**config.mk**
```make
export PLATFORM = sky130hd
export DESIGN_NAME = mips_run_ctrl
export DESIGN_NICKNAME = d
export VERILOG_FILES = /design/src/rtl/mips_sim_pkg.sv /design/src/rtl/pc_stall_det.sv /design/src/rtl/mips_run_ctrl.sv
export SDC_FILE = /design/constraint.sdc
export NUM_CORES = 1
export LEC_CHECK = 0
export ABC_AREA = 1
export CELL_PAD_IN_SITES_DETAIL_PLACEMENT = 1
export CELL_PAD_IN_SITES_GLOBAL_PLACEMENT = 1
export CORE_ASPECT_RATIO = 0.6
export CORE_MARGIN = 2
export CORE_UTILIZATION = 37
export CTS_BUF_LIST = sky130_fd_sc_hd__clkbuf_4
export DETAILED_ROUTE_END_ITERATION = 8
export PLACE_DENSITY = 0.81
export SLEW_MARGIN = 20
export SYNTH_ARGS = -nofsm -noshare
export SYNTH_HDL_FRONTEND = slang
export SYNTH_SLANG_ARGS = --single-unit
```
**constraint.sdc**
```tcl
create_clock -name clk -period 2.2 [get_ports clk]
set_input_delay 0.44 -clock clk [delete_from_list [all_inputs] [get_ports clk]]
set_output_delay 0.44 -clock clk [all_outputs]
set_load 0.03 [all_outputs]
```
**src/rtl/mips_sim_pkg.sv**
```systemverilog
// Shared state encoding, end-of-run causes and default constants for the
// MIPS run controller.
package mips_sim_pkg;

   typedef enum logic [1:0] {
      ST_IDLE   = 2'd0,
      ST_HOLD   = 2'd1,
      ST_RUN    = 2'd2,
      ST_FINISH = 2'd3
   } run_state_t;

   typedef enum logic [1:0] {
      END_NONE    = 2'd0,
      END_HALT    = 2'd1,
      END_STALL   = 2'd2,
      END_TIMEOUT = 2'd3
   } end_cause_t;

   localparam int unsigned DEF_RESET_CYCLES = 5;
   localparam int unsigned DEF_MAX_CYCLES   = 1000;
   localparam int unsigned DEF_STALL_LIMIT  = 8;
   localparam logic [31:0] DEF_HALT_PC      = 32'h0000_3000;

   // Hold counter width covers the full legal RESET_CYCLES range of 1..255.
   localparam int unsigned HOLD_W = 8;

endpackage

```
**src/rtl/pc_stall_det.sv**
```systemverilog
// Watches the CPU program counter during a run and flags a stall once the
// same valid pc has been seen STALL_LIMIT times in a row.
module pc_stall_det
   import mips_sim_pkg::*;
#(
   parameter int unsigned PC_W        = 32,
   parameter int unsigned STALL_LIMIT = DEF_STALL_LIMIT
) (
   input  logic            clk,
   input  logic            reset,
   input  logic            en,
   input  logic [PC_W-1:0] pc,
   input  logic            pc_valid,
   output logic            stall_hit
);

   localparam int unsigned SC_W = $clog2(STALL_LIMIT) + 1;

   logic [PC_W-1:0] prev_pc;
   logic            prev_ok;
   logic [SC_W-1:0] rpt_cnt;
   logic            is_repeat;

   // prev_ok is cleared outside a run, so the first valid pc of a run never matches.
   assign is_repeat = en && pc_valid && prev_ok && (pc == prev_pc);
   assign stall_hit = is_repeat && (rpt_cnt >= SC_W'(STALL_LIMIT - 2));

   always_ff @(posedge clk or negedge reset) begin
      if (!reset) begin
         prev_pc <= '0;
         prev_ok <= 1'b0;
         rpt_cnt <= '0;
      end else if (!en) begin
         prev_pc <= '0;
         prev_ok <= 1'b0;
         rpt_cnt <= '0;
      end else begin
         if (pc_valid) begin
            prev_pc <= pc;
            prev_ok <= 1'b1;
         end
         if (!is_repeat)
            rpt_cnt <= '0;
         else if (rpt_cnt != '1)
            rpt_cnt <= rpt_cnt + 1'b1;
      end
   end

endmodule

```
**src/rtl/mips_run_ctrl.sv**
```systemverilog
// Run controller for a simulated MIPS core: holds the CPU in reset, lets it run,
// and ends the run on halt pc, pc stall or cycle budget exhaustion.
//
// state  | meaning
// IDLE   | waiting for start, CPU held in reset
// HOLD   | CPU reset asserted for RESET_CYCLES cycles
// RUN    | CPU released, cycles counted, end conditions watched
// FINISH | run ended, done plus one cause flag, count frozen
module mips_run_ctrl
   import mips_sim_pkg::*;
#(
   parameter int unsigned RESET_CYCLES = DEF_RESET_CYCLES,
   parameter int unsigned MAX_CYCLES   = DEF_MAX_CYCLES,
   parameter int unsigned STALL_LIMIT  = DEF_STALL_LIMIT,
   parameter int unsigned PC_W         = 32,
   parameter int unsigned CNT_W        = 32,
   parameter logic [PC_W-1:0] HALT_PC  = PC_W'(DEF_HALT_PC)
) (
   input  logic             clk,
   input  logic             reset,
   input  logic             start,
   input  logic [PC_W-1:0]  pc,
   input  logic             pc_valid,
   output logic             cpu_reset,
   output logic             running,
   output logic             done,
   output logic             halted,
   output logic             timeout,
   output logic             stalled,
   output logic [CNT_W-1:0] cycle_count
);

   run_state_t        state;
   run_state_t        state_nxt;
   end_cause_t        cause;
   logic [HOLD_W-1:0] hold_cnt;
   logic [CNT_W-1:0]  cnt_inc;
   logic              halt_hit;
   logic              stall_hit;
   logic              tmo_hit;
   logic              launch;

   pc_stall_det #(
      .PC_W        (PC_W),
      .STALL_LIMIT (STALL_LIMIT)
   ) u_stall (
      .clk       (clk),
      .reset     (reset),
      .en        (running),
      .pc        (pc),
      .pc_valid  (pc_valid),
      .stall_hit (stall_hit)
   );

   // cnt_inc is the count including the current RUN cycle.
   assign cnt_inc  = (cycle_count == '1) ? cycle_count : cycle_count + 1'b1;
   assign halt_hit = pc_valid && (pc == HALT_PC);
   assign tmo_hit  = (cnt_inc >= CNT_W'(MAX_CYCLES));
   assign launch   = start && (state != ST_HOLD);

   always_comb begin
      cause = END_NONE;
      if (state == ST_RUN) begin
         if (halt_hit)
            cause = END_HALT;
         else if (stall_hit)
            cause = END_STALL;
         else if (tmo_hit)
            cause = END_TIMEOUT;
      end
   end

   always_ff @(posedge clk or negedge reset) begin
      if (!reset)
         state <= ST_IDLE;
      else
         state <= state_nxt;
   end

   always_comb begin
      state_nxt = state;
      unique case (state)
         ST_IDLE:   if (start) state_nxt = ST_HOLD;
         ST_HOLD:   if (hold_cnt <= HOLD_W'(1)) state_nxt = ST_RUN;
         ST_RUN: begin
            if (start)
               state_nxt = ST_HOLD;
            else if (cause != END_NONE)
               state_nxt = ST_FINISH;
         end
         ST_FINISH: if (start) state_nxt = ST_HOLD;
         default:   state_nxt = ST_IDLE;
      endcase
   end

   always_comb begin
      cpu_reset = (state != ST_RUN);
      running   = (state == ST_RUN);
      done      = (state == ST_FINISH);
   end

   always_ff @(posedge clk or negedge reset) begin
      if (!reset) begin
         hold_cnt    <= '0;
         cycle_count <= '0;
         halted      <= 1'b0;
         stalled     <= 1'b0;
         timeout     <= 1'b0;
      end else if (launch) begin
         hold_cnt    <= HOLD_W'(RESET_CYCLES);
         cycle_count <= '0;
         halted      <= 1'b0;
         stalled     <= 1'b0;
         timeout     <= 1'b0;
      end else begin
         if (state == ST_HOLD && hold_cnt != '0)
            hold_cnt <= hold_cnt - 1'b1;
         if (state == ST_RUN) begin
            cycle_count <= cnt_inc;
            halted      <= (cause == END_HALT);
            stalled     <= (cause == END_STALL);
            timeout     <= (cause == END_TIMEOUT);
         end
      end
   end

endmodule

```
==> flow_metrics.tcl, run 1 <==
set metrics [dict create \
    status "finished with violations" \
    violations "negative setup slack" \
    final_cell_mix "176 x buf_4, 166 x nand2_1, 102 x inv_1" \
    rsz0062_at_grt "true" \
    final-setup-viol-count 8 \
    finalHoldViolCount 0 \
    fp.dieH_um 97.0 \
    end_kind "register" \
    synth_area_leaders "dfrtp_1 38%, nand2_1 15%, inv_1 7.2%" \
    layout_commonest_cell "buf_4" \
    clockBufferDepth 2 \
    reg2reg_setup_slack_ns -0.55 \
    fillers 1761 \
    skew_ns 0.0156 \
    min_path_type "input pin to async pin" \
    grt-busiest-layer "met2" \
    syn_nets 821 \
    grtUsageMet2_pct 50.8 \
    drt_iter0_drc 642 \
    drt_wl_total_mm 28.3 \
    cts.sinks 82 \
    worst_slew_pin_slew_ns 0.564 \
    stdcell_area_sq_um 8450 \
    dieWidth_um 159 \
    path_class "register to register" \
    drtAntennaViolNets 0 \
    numCtsBuffers 9 \
    die-area_sq_um 15400 \
    dpl_cell_area_sq_um 7520 \
    tritoncts "built" \
    cts_root_buf "clkbuf_4" \
    p_per_area_nw_per_um2 610 \
    place_congestion 0.930 \
    r2r_end "state[0]" \
    gr-usage-all-layers_pct 32.7 \
    post-dp-hpwl_mm 19.0 \
    grt_first_pass_wirelength_mm 39.4 \
    seq_area_frac_synth_pct 38.4 \
    viasPerCell 5.73 \
    antenna_found_initial 0 \
    finalPower_mw 5.16 \
    arrival_ns 3.15 \
    fin_setup_tns_ns -2.36 \
    grt_pass1_vias 7283 \
    synth_cells 776 \
    met1_usage_pct 43.9 \
    synth_area_per_cell_sq_um 6.88 \
    num_vias 7041 \
    synthToLayoutAreaGrowth_pct 58.3 \
    synth-seq-cells 82 \
    core_sq_um 13900 \
    async_flop_share_pct 100 \
    path_clk_slew_ns 0.15 \
    initial_core_util_pct 38.5 \
    drc 0 \
    final_layout_size_suffix_gt1_share_pct 34.0 \
    synth_top_area_share_pct 38.4 \
    grt_start_max_net_pins 36 \
    yosysTopAreaCell "dfrtp_1" \
    portBuffers 73 \
    dr.pass1.iters 5 \
    maxCapViolCount 0 \
    reg2reg_depth 20 \
    io_pins 74 \
    period_needed_ns 2.75 \
    leakage_nw 4.11 \
    layout_setup_ws_ns -0.550 \
    fin_crit_sh_pct 125 \
    drv_slew 0 \
    num_rows 33 \
    synth_edf_count 0 \
    worstReg2RegStart "cycle_count[16]" \
    max_slew_margin_pct 62.4 \
    startpoint_type "register" \
    path_max_fanout 3 \
    grt_use_met3_pct 11.1 \
    synth-main-ff-cell "dfrtp_1" \
    ir_drop_v 0.000354 \
    ys_warn_count 0 \
    wl_per_cell_um 23.0 \
    netlist_area_sq_um 5340 \
    cts_max_level 3 \
    worstSkewPairLatency_ns 0.46 \
    critPathRequiredTime_ns 2.60 \
    fin_nets 1077 \
    ys_types 39 \
    gr-total-overflow 0 \
    achievable-frequency_ghz 0.364 \
    n_antenna_cell 0 \
]
-- worst max-delay path, stage by stage (launching register included) --
cell	delay (ns)
dfrtp_1	0.44
nand2_2	0.14
buf_6	0.17
nor2_4	0.11
nand2_2	0.10
buf_4	0.15
nor2_4	0.16
nand2_1	0.09
nand2_1	0.08
nand2_1	0.08
inv_1	0.09
nand3_1	0.09
nor2_2	0.13
nand2_2	0.09
nor2_4	0.14
nand2_2	0.08
a21oi_4	0.18
nand3_4	0.12
nand2_4	0.09
nand2_2	0.05
nand2_1	0.10
-- how the worst max path moves through the flow --
stage | from | endpoint | slack (ns) | cells past startpoint
floorplan | cycle_count[5] | state[0] | 0.001 | 17
global placement | cycle_count[5] | state[1] | -0.42 | 19
detailed placement | cycle_count[5] | state[1] | -0.57 | 19
CTS | cycle_count[14] | state[1] | -0.30 | 21
global route | cycle_count[16] | state[0] | -0.66 | 20
finish | cycle_count[16] | state[0] | -0.55 | 20
-- area by class of cell --
type,count,area (sq um),share of cell area [%]
multi-input combinational,570,3390,40.1
timing repair buffer,262,2230,26.4
sequential,82,2060,24.4
inverter,107,405,4.80
tap,192,240,2.84
clock buffer,9,67.6,0.800
clock inverter,6,58.8,0.696
-- through the flow --
step	worst slack, ns	util [%]	hold slack [ns]	cells
2_1_floorplan	0.00124	-	0.144	776
3_5_place_dp	-0.575	54.2	0.455	1189
5_1_grt	-0.662	60.9	0.517	1228
3_3_place_gp	-0.418	54.2	0.452	1189
4_1_cts	-0.299	58.2	0.482	1218
6_report	-0.550	60.9	0.483	1228
-- state kept, by name, indices dropped and copies added, names as in the netlist --
name / flops
state: 2
cycle_count: 32
u_stall.prev_ok: 1
halted: 1
u_stall.rpt_cnt: 4
hold_cnt: 8
stalled: 1
u_stall.prev_pc: 32
timeout: 1
-- cells by family (layout without fill, tap and decap cells) --
kind of cell,count (synthesis),in the layout,share of synthesized area (%)
compound gates,106,106,11.3
xor+xnor,22,22,3.61
fa+ha+maj,9,9,2.11
buf+inv,124,384,8.98
flops,82,82,38.4
mux,1,1,0.188
simple gates,432,432,35.3
-- power by group --
part | internal [mW] | switching (mW)
Combinational | 0.826 | 1.50
Clock | 0.333 | 0.613
Sequential | 1.71 | 0.178
-- routing by layer --
metal,share of wire (%),up-vias
met4,2.9,0
li1,-,3036
met2,45,413
met1,42,3490
met3,10,102
met5,0,-
-- synth_stat cells, types with 2 or more instances --
cell	count
dfrtp_1	82
nand3_2	3
nor2_1	86
a22o_1	3
xor2_1	15
nor2_2	8
buf_2	2
clkinv_1	2
o2111ai_1	2
nor2_4	5
buf_1	2
ha_1	9
inv_1	103
o21ai_0	45
o21ai_1	2
inv_2	2
o22ai_1	29
nor3_1	10
nor4_1	9
xnor2_1	7
clkbuf_1	11
a211oi_1	2
a21oi_1	18
nand2_2	5
nand4_1	13
nand3_1	74
a21oi_2	2
nand2_1	214
-- repair_timing --
action / 4_1_cts / 5_1_grt
pin swaps: 36 / 37
endpoints found under the hold margin: 32 / 0
hold buffers: 1 / 0
setup buffers: 14 / 10
resized for setup: 114 / 78
endpoints found under the setup margin: 15 / 15
(Power assumes the default switching activity.)
==> run 2, diff against run 1 <==
--- a/config.mk
+++ b/config.mk
@@ -9,11 +9,11 @@
 export CELL_PAD_IN_SITES_DETAIL_PLACEMENT = 1
 export CELL_PAD_IN_SITES_GLOBAL_PLACEMENT = 1
 export CORE_ASPECT_RATIO = 0.6
-export CORE_MARGIN = 2
 export CORE_UTILIZATION = 37
 export CTS_BUF_LIST = sky130_fd_sc_hd__clkbuf_4
 export DETAILED_ROUTE_END_ITERATION = 8
 export PLACE_DENSITY = 0.81
+export SKIP_LAST_GASP = 1
 export SLEW_MARGIN = 20
 export SYNTH_ARGS = -nofsm -noshare
 export SYNTH_HDL_FRONTEND = slang
==> run 2 against run 1 <==
  * The flow still finishes with violations (negative setup slack)
  * Via count decreased by 6.9%
  * Count of clock-buffer cells in the layout did not move
  * Die area is 3.3% lower
  * Wire length down 13%
  * Sequential share of layout area increased by 1.3 points
  * Largest cell class unchanged
==> flow_metrics.tcl, run 2 (synthesis results as in run 1) <==
set metrics [dict create \
    status "finished with violations" \
    violations "negative setup slack" \
    max_stage_delay_ns 0.45 \
    grt_start_max_net_pins 36 \
    drv_slew 0 \
    path_clk_slew_ns 0.18 \
    path_buf_inv 1 \
    fillers 1757 \
    drt_wl_total_mm 24.7 \
    gr-total-overflow 0 \
    dieWidth_um 157 \
    cts_max_level 3 \
    leakage_nw 3.93 \
    critPathRequiredTime_ns 2.62 \
    place_congestion 0.959 \
    r2r_end "state[1]" \
    drt_iter0_drc 367 \
    reg2reg_depth 19 \
    power_frac_seq_pct 37.7 \
    maxCapViolCount 0 \
    achievable-frequency_ghz 0.379 \
    final_cell_mix "185 x nand2_1, 159 x buf_4, 103 x inv_1" \
    crit_path_frequent_cell "nand2_1" \
    rsz0062_at_grt "true" \
    swShare_pct 43.9 \
    io_pins 74 \
    tritoncts "built" \
    viasPerCell 5.43 \
    critPathTopFamily "simple AND/OR/NAND/NOR gates" \
    internal_power_mw 2.80 \
    skew_ns 0.0361 \
    post-dp-hpwl_mm 18.2 \
    p_per_area_nw_per_um2 621 \
    initial_core_util_pct 38.5 \
    fp.dieH_um 95.0 \
    wl_per_cell_um 20.5 \
    top_regs "cycle_count (32), u_stall.prev_pc (32), hold_cnt (8)" \
    num_vias 6554 \
    portBuffers 73 \
    gr-usage-all-layers_pct 33.5 \
    num_rows 33 \
    die-area_sq_um 14900 \
    core_sq_um 13900 \
    final_layout_size_suffix_gt1_share_pct 29.0 \
    final-setup-viol-count 4 \
    fin_util_pct 57.9 \
    path_class "register to register" \
    comb_power_share_pct 42.5 \
    crit_chain "nand2_2 > nor2_4 > nand2_2 > buf_4 > nor2_4 > nand2_1 > nand2_1 > nand2_1 > nor2_2 > nand2_1 > nor2_2 > nand2_2 > nor2_4 > nand2_2 > a21oi_2 > nand3_2 > nand2_2 > nand2_1 > nand2_1" \
    cts.sinks 82 \
    path_max_fanout 4 \
    crit_slowest_cell "dfrtp_2" \
    grt_first_pass_wirelength_mm 37.3 \
    ir_drop_v 0.000355 \
    drc 0 \
    layout_commonest_cell "nand2_1" \
    synthToLayoutAreaGrowth_pct 50.5 \
    place_ws_ns -0.482 \
    clockBufferDepth 2 \
    finalHoldViolCount 0 \
    worstReg2RegStart "cycle_count[8]" \
    startpoint_type "register" \
    p_clk_share_pct 19.8 \
    worstSkewPairLatency_ns 0.50 \
    reg2reg_setup_slack_ns -0.44 \
    arrival_ns 3.06 \
    fin_nets 1052 \
    p_sw_mw 2.19 \
    numCtsBuffers 9 \
    grt_pass1_vias 6805 \
    cp.depth 19 \
    cts_root_buf "clkbuf_4" \
    min_path_type "input pin to async pin" \
    period_needed_ns 2.64 \
    fin_crit_sh_pct 120 \
    worst_slew_pin_slew_ns 0.518 \
    end_kind "register" \
    max_slew_margin_pct 65.4 \
    dr.pass1.iters 4 \
    layout_setup_ws_ns -0.442 \
    finalPower_mw 4.99 \
    antenna_found_initial 1 \
    drtAntennaViolNets 0 \
]
-- run 2: power by group through the flow --
stage / clock, mW / sequential, mW / combinational [mW]
finish: 0.987 / 1.88 / 2.12
global route: 1.05 / 1.91 / 2.27
CTS: 0.987 / 1.88 / 2.04
detailed placement: 0 / 1.91 / 2.00
global placement: 0 / 1.88 / 1.88
floorplan: 0 / 1.94 / 1.02
-- run 2: worst max path at each step --
stage	endpoint	start
detailed placement	u_stall.rpt_cnt[2]	pc[7]
finish	state[1]	cycle_count[8]
floorplan	state[0]	cycle_count[5]
global placement	state[0]	pc[2]
CTS	state[0]	cycle_count[15]
global route	state[1]	cycle_count[8]
-- run 2: area by class of cell --
type                            instances  area (sq um)  share of cell area, %
Timing Repair Buffer                  237          2010                   25.0
Multi-Input combinational cell        570          3180                   39.6
Clock buffer                            9          67.6                  0.841
Clock inverter                          7          68.8                  0.857
Tap cell                              192           240                   2.99
Antenna cell                            2          5.00                 0.0623
Inverter                              107           405                   5.05
Sequential cell                        82          2060                   25.6
-- run 2: layer usage --
metal | up-vias | track usage [%] | wire (um)
met5 | - | 0 | 0
li1 | 2976 | - | -
met4 | 0 | 7.12 | 370
met1 | 3281 | 46.4 | 11300
met2 | 257 | 51.2 | 10800
met3 | 40 | 10.6 | 2240
-- run 2: timing repair --
item                                   CTS  global route
gates resized for setup                 65            65
pin swaps                               26            28
buffers inserted                        11            11
setup endpoints to repair                9            33
endpoints found under the hold margin   28             0
hold buffers                             1             0
-- run 2: stage by stage --
| stage | cells | hold slack (ns) | setup TNS [ns] | cell area, sq um |
|---|---|---|---|---|
| 4_1_cts | 1194 | 0.444 | -0.967 | 7750 |
| 3_5_place_dp | 1167 | 0.419 | -3.49 | 7330 |
| 5_1_grt | 1205 | 0.446 | -1.96 | 8030 |
| 2_1_floorplan | 776 | 0.144 | 0 | 5360 |
| 3_3_place_gp | 1167 | 0.411 | -3.52 | 7330 |
| 6_report | 1206 | 0.407 | -1.48 | 8030 |
==> run 3, diff against run 2 <==
--- a/config.mk
+++ b/config.mk
@@ -8,7 +8,7 @@
 export ABC_AREA = 1
 export CELL_PAD_IN_SITES_DETAIL_PLACEMENT = 1
 export CELL_PAD_IN_SITES_GLOBAL_PLACEMENT = 1
-export CORE_ASPECT_RATIO = 0.6
+export CORE_ASPECT_RATIO = 1.25
 export CORE_UTILIZATION = 37
 export CTS_BUF_LIST = sky130_fd_sc_hd__clkbuf_4
 export DETAILED_ROUTE_END_ITERATION = 8
==> run 3 against run 2 <==
  * The run still ends with negative setup slack left
  * Design area rose by 0.64%
  * Global-route usage is 2.7 points lower
  * Utilization grew 0.12 points
  * Via count up 2.3%
  * Worst setup slack improved by 0.0057 ns
  * Critical path type unchanged
  * Largest power group unchanged
==> flow_metrics.tcl, run 3 (synthesis results as in run 1) <==
set metrics [dict create \
    wl_per_cell_um 20.9 \
    reg2reg_depth 19 \
    top_regs "cycle_count (32), u_stall.prev_pc (32), hold_cnt (8)" \
    viasPerCell 5.65 \
    fin_crit_sh_pct 120 \
    fin_nets 1051 \
    drtAntennaViolNets 0 \
    gr-total-overflow 0 \
    dr.pass1.iters 5 \
    skew_ns 0.0445 \
    max_slew_margin_pct 60.2 \
    achievable-frequency_ghz 0.379 \
    cts_root_buf "clkbuf_4" \
    clockBufferDepth 2 \
    cts.sinks 82 \
    final-setup-viol-count 7 \
    worstSkewPairLatency_ns 0.52 \
    final_cell_mix "181 x nand2_1, 158 x buf_4, 102 x inv_1" \
    min_path_type "input pin to async pin" \
    critPathRequiredTime_ns 2.62 \
    reg2reg_setup_slack_ns -0.44 \
    drt_wl_total_mm 24.8 \
    status "finished with violations" \
    core_sq_um 13900 \
    rsz0062_at_grt "true" \
    path_class "register to register" \
    worst_slew_pin_slew_ns 0.595 \
    finalHoldViolCount 0 \
    fin_cells 1187 \
    period_needed_ns 2.64 \
    grt_pass1_vias 7033 \
    arrival_ns 3.06 \
    die-area_sq_um 14900 \
    synthToLayoutAreaGrowth_pct 51.5 \
    drv_slew 0 \
    antenna_found_initial 1 \
    dieWidth_um 109 \
    layout_setup_ws_ns -0.436 \
    gr-usage-all-layers_pct 30.8 \
    tritoncts "built" \
    post-dp-hpwl_mm 16.1 \
    grt_start_max_net_pins 34 \
    initial_core_util_pct 38.3 \
    layout_commonest_cell "nand2_1" \
    cts_max_level 3 \
    portBuffers 73 \
    maxCapViolCount 0 \
    p_per_area_nw_per_um2 649 \
    num_rows 48 \
    leakage_nw 4.09 \
    numCtsBuffers 9 \
    ir_drop_v 0.000444 \
    violations "negative setup slack" \
    dp_cells 1140 \
    drt_iter0_drc 441 \
    fp.dieH_um 136 \
    path_clk_slew_ns 0.18 \
    drc 0 \
    fin_util_pct 58.0 \
    final_layout_size_suffix_gt1_share_pct 29.5 \
    startpoint_type "register" \
    end_kind "register" \
    num_vias 6705 \
    grt_first_pass_wirelength_mm 34.5 \
    path_max_fanout 3 \
    place_congestion 0.928 \
    io_pins 74 \
]
## run 3: timing repair
item,in CTS,in global routing
gates cloned,0,0
gates resized for setup,70,70
hold endpoints to repair,20,0
setup endpoints to repair,13,20
hold buffers,1,0
setup buffers,13,16
pin swaps,20,38
## run 3: worst paths after layout
check                           startpoint                   to
setup / recovery           cycle_count[13]             state[1]
hold / removal                       reset       cycle_count[9]
setup reg to reg           cycle_count[13]             state[1]
hold reg to reg                hold_cnt[7]          hold_cnt[7]
max in group asynchronous            reset  u_stall.prev_pc[22]
min in group clk               hold_cnt[7]          hold_cnt[7]
## run 3: layer usage
layer	track usage (%)	share of wire, %	vias to the layer above
li1	-	-	2980
met1	31.8	35	3273
met2	57.0	53	319
met3	4.03	5.0	133
met4	20.4	7.5	0
met5	0	0	-
## run 3: area by class of cell
type | count | area [sq um]
diodes | 1 | 2.50
clock buffers | 9 | 67.6
clock inverters | 7 | 118
fillers | 1765 | 5850
inverters | 107 | 403
multi-input cells | 570 | 3190
flip-flops and latches | 82 | 2060
well taps | 175 | 219
repair buffers | 236 | 2020
## run 3: critical path, stage by stage (launching register included)
cell	delay, ns
dfrtp_1	0.44
nand2_2	0.12
nor2_4	0.19
buf_4	0.14
nand2_2	0.07
nor2_4	0.13
nand2_1	0.07
nand2_1	0.09
nand2_1	0.08
nor2_2	0.18
nand2_2	0.09
nor2_2	0.11
nand2_1	0.07
nor2_2	0.16
nand2_1	0.10
a21oi_2	0.17
nand3_2	0.11
nand2_2	0.09
nand2_1	0.05
nand2_1	0.06
## run 3: power by group
group	total, mW	internal [mW]	switching [mW]
combinational	2.14	0.793	1.34
sequential	1.88	1.70	0.175
clock	1.23	0.574	0.656
## run 3: through the flow
step	hold WS, ns	area [sq um]	TNS (ns)	total power [mW]	setup WS, ns
after floorplan	0.144	5360	0	2.95	0.00124
after global placement	0.364	7250	-1.57	3.76	-0.280
after detailed placement	0.369	7250	-2.53	3.86	-0.404
after CTS	0.362	7740	-1.32	5.12	-0.267
after global routing	0.400	8090	-2.41	5.49	-0.570
final	0.347	8090	-1.71	5.25	-0.436
